--- src/rtl/dso100_usb_pkg.sv ---
// Shared types and constants for the DSO100 USB VBUS power-fault monitor.
// Also provides the counter-width helper used by the monitor and its debouncer.
package dso100_usb_pkg;

  typedef enum logic [1:0] {
    ST_OK       = 2'd0,
    ST_FAULT    = 2'd1,
    ST_COOLDOWN = 2'd2,
    ST_LOCKOUT  = 2'd3
  } state_e;

  localparam int FAULT_CNT_W = 8;

  // Width of a counter that runs 0..n-1, never narrower than one bit.
  function automatic int cnt_w(input int n);
    return (n > 1) ? $clog2(n) : 1;
  endfunction

endpackage

--- src/rtl/dso100_sync_debounce.sv ---
// Multi-stage synchronizer plus level debouncer for an asynchronous board input.
// A new level is accepted only after FILT_CYCLES consecutive cycles of disagreement.
module dso100_sync_debounce
  import dso100_usb_pkg::*;
#(
  parameter int   STAGES      = 2,
  parameter int   FILT_CYCLES = 1000,
  parameter logic RESET_VAL   = 1'b1
) (
  input  logic clk,
  input  logic rst_n,
  input  logic i_async,
  output logic o_level,
  output logic o_level_next
);

  localparam int               CNT_W    = cnt_w(FILT_CYCLES);
  localparam logic [CNT_W-1:0] CNT_LAST = CNT_W'(FILT_CYCLES - 1);

  logic [STAGES-1:0] r_sync;
  logic              r_level;
  logic [CNT_W-1:0]  r_filt_cnt;
  logic              w_mismatch;
  logic              w_flip;

  assign w_mismatch   = (r_sync[STAGES-1] != r_level);
  assign w_flip       = w_mismatch && (r_filt_cnt == CNT_LAST);
  // Exposed so a consumer can register its reaction on the same edge the level flips.
  assign o_level_next = r_level ^ w_flip;
  assign o_level      = r_level;

  // NOTE: sequential state uses non-blocking assignments so every flop samples pre-edge values.
  always_ff @(posedge clk or negedge rst_n) begin
    if (!rst_n) begin
      r_sync     <= {STAGES{RESET_VAL}};
      r_level    <= RESET_VAL;
      r_filt_cnt <= '0;
    end else begin
      r_sync  <= {r_sync[STAGES-2:0], i_async};
      r_level <= o_level_next;
      if (w_mismatch && !w_flip) r_filt_cnt <= r_filt_cnt + 1'b1;
      else                       r_filt_cnt <= '0;
    end
  end

endmodule

--- src/rtl/dso100_usb_pwr_monitor.sv ---
// Turns the raw active-low OTG over-current input into a clean VBUS power-fault
// for the PS7 USB controller, with cooldown timing and retry-limited lockout.
module dso100_usb_pwr_monitor
  import dso100_usb_pkg::*;
#(
  parameter int FILT_CYCLES  = 1000,
  parameter int RETRY_CYCLES = 10000000,
  parameter int MAX_RETRIES  = 3
) (
  input  logic                   clk,
  input  logic                   rst_n,
  input  logic                   otg_vbusoc,
  input  logic                   clear_i,
  output logic                   pwrfault,
  output logic                   fault_irq,
  output logic                   lockout,
  output logic [FAULT_CNT_W-1:0] fault_count,
  output logic [1:0]             state
);

  localparam int               TMR_W    = cnt_w(RETRY_CYCLES);
  localparam int               RTY_W    = cnt_w(MAX_RETRIES);
  localparam logic [TMR_W-1:0] TMR_LAST = TMR_W'(RETRY_CYCLES - 1);
  localparam logic [RTY_W-1:0] RTY_LAST = RTY_W'(MAX_RETRIES - 1);

  state_e                 r_state, w_state_nxt;
  logic [TMR_W-1:0]       r_timer, w_timer_nxt;
  logic [RTY_W-1:0]       r_retry_cnt, w_retry_base, w_retry_nxt;
  logic [FAULT_CNT_W-1:0] r_fault_cnt, w_fault_base, w_fault_cnt_nxt;
  logic                   r_pwrfault, w_pwrfault_nxt;
  logic                   r_fault_irq, w_fault_irq_nxt;
  logic                   w_oc_db_next;
  logic                   w_fault;
  logic                   w_entry;

  dso100_sync_debounce #(
    .STAGES      (2),
    .FILT_CYCLES (FILT_CYCLES),
    .RESET_VAL   (1'b1)
  ) u_oc_filter (
    .clk          (clk),
    .rst_n        (rst_n),
    .i_async      (otg_vbusoc),
    .o_level      (),
    .o_level_next (w_oc_db_next)
  );

  assign w_fault = ~w_oc_db_next;

  // A software clear lands before a coincident fault entry counts itself.
  assign w_retry_base = clear_i ? '0 : r_retry_cnt;
  assign w_fault_base = clear_i ? '0 : r_fault_cnt;

  // NOTE: memories aside, every flop here has a defined reset value; the async reset clears them all.
  always_ff @(posedge clk or negedge rst_n) begin
    if (!rst_n) begin
      r_state     <= ST_OK;
      r_timer     <= '0;
      r_retry_cnt <= '0;
      r_fault_cnt <= '0;
      r_pwrfault  <= 1'b0;
      r_fault_irq <= 1'b0;
    end else begin
      r_state     <= w_state_nxt;
      r_timer     <= w_timer_nxt;
      r_retry_cnt <= w_retry_nxt;
      r_fault_cnt <= w_fault_cnt_nxt;
      r_pwrfault  <= w_pwrfault_nxt;
      r_fault_irq <= w_fault_irq_nxt;
    end
  end

  // NOTE: defaults at the top of each combinational block keep every path assigned, so no latches.
  always_comb begin
    w_state_nxt = r_state;
    w_timer_nxt = r_timer;
    w_entry     = 1'b0;
    case (r_state)
      ST_OK:       if (w_fault) w_entry = 1'b1;
      ST_FAULT: begin
        if (!w_fault) begin
          w_state_nxt = ST_COOLDOWN;
          w_timer_nxt = '0;
        end
      end
      ST_COOLDOWN: begin
        if (w_fault)                  w_entry     = 1'b1;
        else if (r_timer == TMR_LAST) w_state_nxt = ST_OK;
        else                          w_timer_nxt = r_timer + 1'b1;
      end
      ST_LOCKOUT: begin
        if (clear_i) begin
          w_state_nxt = ST_COOLDOWN;
          w_timer_nxt = '0;
        end
      end
      default:     w_state_nxt = ST_OK;
    endcase
    if (w_entry) w_state_nxt = (w_retry_base == RTY_LAST) ? ST_LOCKOUT : ST_FAULT;
  end

  // Retry count parks at MAX_RETRIES-1 in lockout; only a clear or reset lowers it.
  always_comb begin
    w_pwrfault_nxt  = (w_state_nxt != ST_OK);
    w_fault_irq_nxt = w_entry;
    w_retry_nxt     = w_retry_base;
    w_fault_cnt_nxt = w_fault_base;
    if (w_entry) begin
      if (w_retry_base != RTY_LAST) w_retry_nxt     = w_retry_base + 1'b1;
      if (w_fault_base != '1)       w_fault_cnt_nxt = w_fault_base + 1'b1;
    end
  end

  assign pwrfault    = r_pwrfault;
  assign fault_irq   = r_fault_irq;
  assign lockout     = (r_state == ST_LOCKOUT);
  assign fault_count = r_fault_cnt;
  assign state       = r_state;

endmodule

--- config.mk ---
export PLATFORM = sky130hd
export DESIGN_NAME = dso100_usb_pwr_monitor
export DESIGN_NICKNAME = d
export VERILOG_FILES = /design/src/rtl/dso100_usb_pkg.sv /design/src/rtl/dso100_sync_debounce.sv /design/src/rtl/dso100_usb_pwr_monitor.sv
export SDC_FILE = /design/constraint.sdc
export NUM_CORES = 1
export LEC_CHECK = 0
export CORE_UTILIZATION = 55
export DETAILED_ROUTE_END_ITERATION = 10
export MAX_ROUTING_LAYER = met4
export PLACE_DENSITY_LB_ADDON = 0.1
export SLEW_MARGIN = 20
export SYNTH_ARGS = -nofsm -noshare
export SYNTH_HDL_FRONTEND = slang
export SYNTH_SLANG_ARGS = --single-unit
--- constraint.sdc ---
create_clock -name clk -period 2.25 [get_ports clk]
set_clock_uncertainty 0.1 [all_clocks]
set_input_delay 0.45 -clock clk [delete_from_list [all_inputs] [get_ports clk]]
set_output_delay 0.45 -clock clk [all_outputs]
set_load 0.03 [all_outputs]
==> metrics.yaml <==
outcome: "finished clean"
min_path_type: "reg -> reg"
swShare_pct: 22.03
async_flop_share_pct: 100.0
h-tree-depth: 2
drtIter0Drc: 194
ys.flop_type: "dfrtp_1"
hold_viol: 0
port_buffers: 16
leakagePower_nw: 1.605
p_comb_share_pct: 3.6
grt_usage_pct: 24.36
ant_nets: 0
path_cells: "ha_1 > nand4b_1 > o31a_4 > or4_4 > nor3_2 > a21oi_1"
power.share.clock_pct: 37.4
seq_power_share_pct: 59.0
final_cell_mix: "dfrtp_1, nand2_1, buf_4, nor2_1, nand3_1"
ys_types: 59
setup_viol: 0
arrival_ps: 2240
fin_crit_sh_pct: 95.32
yosys_warnings: 0
crit_fanout: 6
final_nets: 356
fmax_mhz: 466.2
die_y_um: 76.25
viasPerCell: 5.816
slew-limit-headroom_pct: 74.79
gr-total-overflow: 0
drc_errors: 0
synthToLayoutAreaGrowth_pct: 18.94
grt_pass1_vias: 2367
drive_gt1_share_pct: 21.26
n_fill_cell: 428
num_rows: 26
hold_ws_ps: 259.7
synth_edf_count: 0
cp-start-kind: "register"
insertion_delay_ps: 300
layout_commonest_cell: "dfrtp_1"
avgSynthCellArea_sq_um: 9.843
antenna_found_initial: 0
clock_path_buffers: 2
synth_area_sq_um: 3032
root_buffer: "clkbuf_8"
die_area_sq_um: 5813
core-area_sq_um: 5205
required_ps: 2350
start_util_pct: 58.25
rsz0062_at_grt: "true"
syn_nets: 317
power.density_nw_per_um2: 436.0
clk_pin_slew_ps: 90
die_w_um: 76.25
cp-end-kind: "register"
cap_violations: 0
final_util_pct: 69.28
netlist_instances: 308
intPower_w: 0.001226
critPathMaxStageDelay_ps: 540
diodes: 0
slew_violations: 0
critPathSlowestCell: "or4_4"
first_pass_iters: 4
ys_ff_latch: 51
switchingPower_w: 0.0003464
grt_pass1_wl_um: 11200
vias: 2431
wl_um: 6339
critPathKind: "reg -> reg"
yosysSeqAreaShare_pct: 42.22
io_pins: 17
cts.sinks: 51
worst_pin_slew_ps: 374.7
cts_buffers: 5
peakVddDrop_v: 0.0003425
cts_tree: "done"
place.gp.congestion: 0.8432
place_hpwl_um: 4556
avgRoutedWirePerCell_um: 15.17
grt_max_degree: 27
min_period_ps: 2145
-- through the flow --
| step | power, W | std cells | setup TNS, ps | setup WS, ps | instance area (sq um) |
|---|---|---|---|---|---|
| after floorplan | 0.0009651 | 308 | 0 | 47.85 | 3037 |
| after global routing | 0.001627 | 418 | -9.779 | -9.779 | 3606 |
| after CTS | 0.001586 | 416 | 0 | 37.90 | 3548 |
| after detailed placement | 0.001003 | 407 | -4325 | -371.1 | 3427 |
| final | 0.001572 | 418 | 0 | 105.2 | 3606 |
| after global placement | 0.001002 | 407 | -3054 | -302.9 | 3427 |
-- layout make-up --
cell class                 instances  area, sq um  area share, %
clock inverter                     1        7.507         0.2082
clock buffer                       7        96.34          2.672
multi-input combinational        235         1654          45.87
tap                               70        87.58          2.429
inverter                          10        37.54          1.041
sequential                        51         1280          35.50
timing repair buffer              44        442.9          12.28
-- sequential cells by signal, summed over array words and instances (netlist names) --
| register | flops |
|---|---|
| state | 2 |
| r_timer | 24 |
| u_oc_filter.r_sync | 2 |
| u_oc_filter.r_filt_cnt | 10 |
| u_oc_filter.o_level | 1 |
| r_retry_cnt | 2 |
| pwrfault | 1 |
| fault_count | 8 |
| fault_irq | 1 |
-- cells in the mapped netlist, drive strengths merged, types with 6 or more instances --
cell | number | share of area [%]
a21oi | 20 | 4.9
a31oi | 9 | 1.9
and3 | 7 | 1.4
buf | 9 | 2.6
dfrtp | 48 | 40
inv | 10 | 1.2
mux2i | 18 | 5.9
nand2 | 34 | 4.2
nand2b | 18 | 3.9
nand3 | 20 | 3.3
nand4 | 11 | 2.3
nor2 | 21 | 2.6
nor3 | 6 | 1.5
o21ai | 7 | 1.2
xnor2 | 6 | 1.7
-- layer usage --
metal / vias to the layer above / GRT usage [%] / share of wire, %
met5: - / - / 0
met4: 0 / 6.346 / 1.4
met3: 10 / 3.114 / 3.0
met2: 44 / 40.81 / 49
met1: 1186 / 31.32 / 47
li1: 1191 / - / -
-- path summary, 6_finish.rpt --
kind / startpoint / endpoint / cells after the start / slack [ps]
worst min-delay path: u_oc_filter.r_sync[0] / u_oc_filter.r_sync[1] / 0 / 260
max in group asynchronous: rst_n / r_timer[2] / 3 / 1030
worst max register to register: u_oc_filter.r_filt_cnt[0] / fault_count[6] / 6 / 110
worst max-delay path: u_oc_filter.r_filt_cnt[0] / fault_count[6] / 6 / 110
worst min register to register: u_oc_filter.r_sync[0] / u_oc_filter.r_sync[1] / 0 / 260
min in group asynchronous: rst_n / r_timer[18] / 2 / 480
-- power by group through the flow --
stage,combinational [W],sequential (W),clock (W)
floorplan,0.0000184,0.000947,0
global placement,0.0000566,0.000946,0
detailed placement,0.0000574,0.000946,0
CTS,0.0000587,0.000928,0.000600
global route,0.0000672,0.000929,0.000630
finish,0.0000570,0.000928,0.000587
-- critical path, delay by kind of cell (launching register included) --
family | cells | cell delay, ps
AO/OA/AOI/OAI | 2 | 440
adder cells (fa/ha/maj) | 1 | 220
flip-flops | 1 | 390
AND/OR/NAND/NOR | 3 | 890
-- cell families (layout without fill, tap and decap cells) --
family / after synthesis / count (layout) / share of synthesized area [%]
and+or+nand+nor: 144 / 144 / 26.74
xor gates and xnor gates: 11 / 11 / 3.178
AOI/OAI and AO/OA: 53 / 53 / 13.70
DFF: 51 / 51 / 42.22
buffers and inverters: 22 / 62 / 4.540
muxes: 22 / 22 / 7.552
adders and majority gates: 5 / 5 / 2.064
-- repair_timing --
item / CTS / global route
resized for setup: 2 / 9
endpoints found under the setup margin: 6 / 11
hold buffers: 1 / 0
setup buffers: 0 / 2
pin swaps: 1 / 4
hold endpoints to repair: 13 / 0
Power figures use the tool's default switching activity.
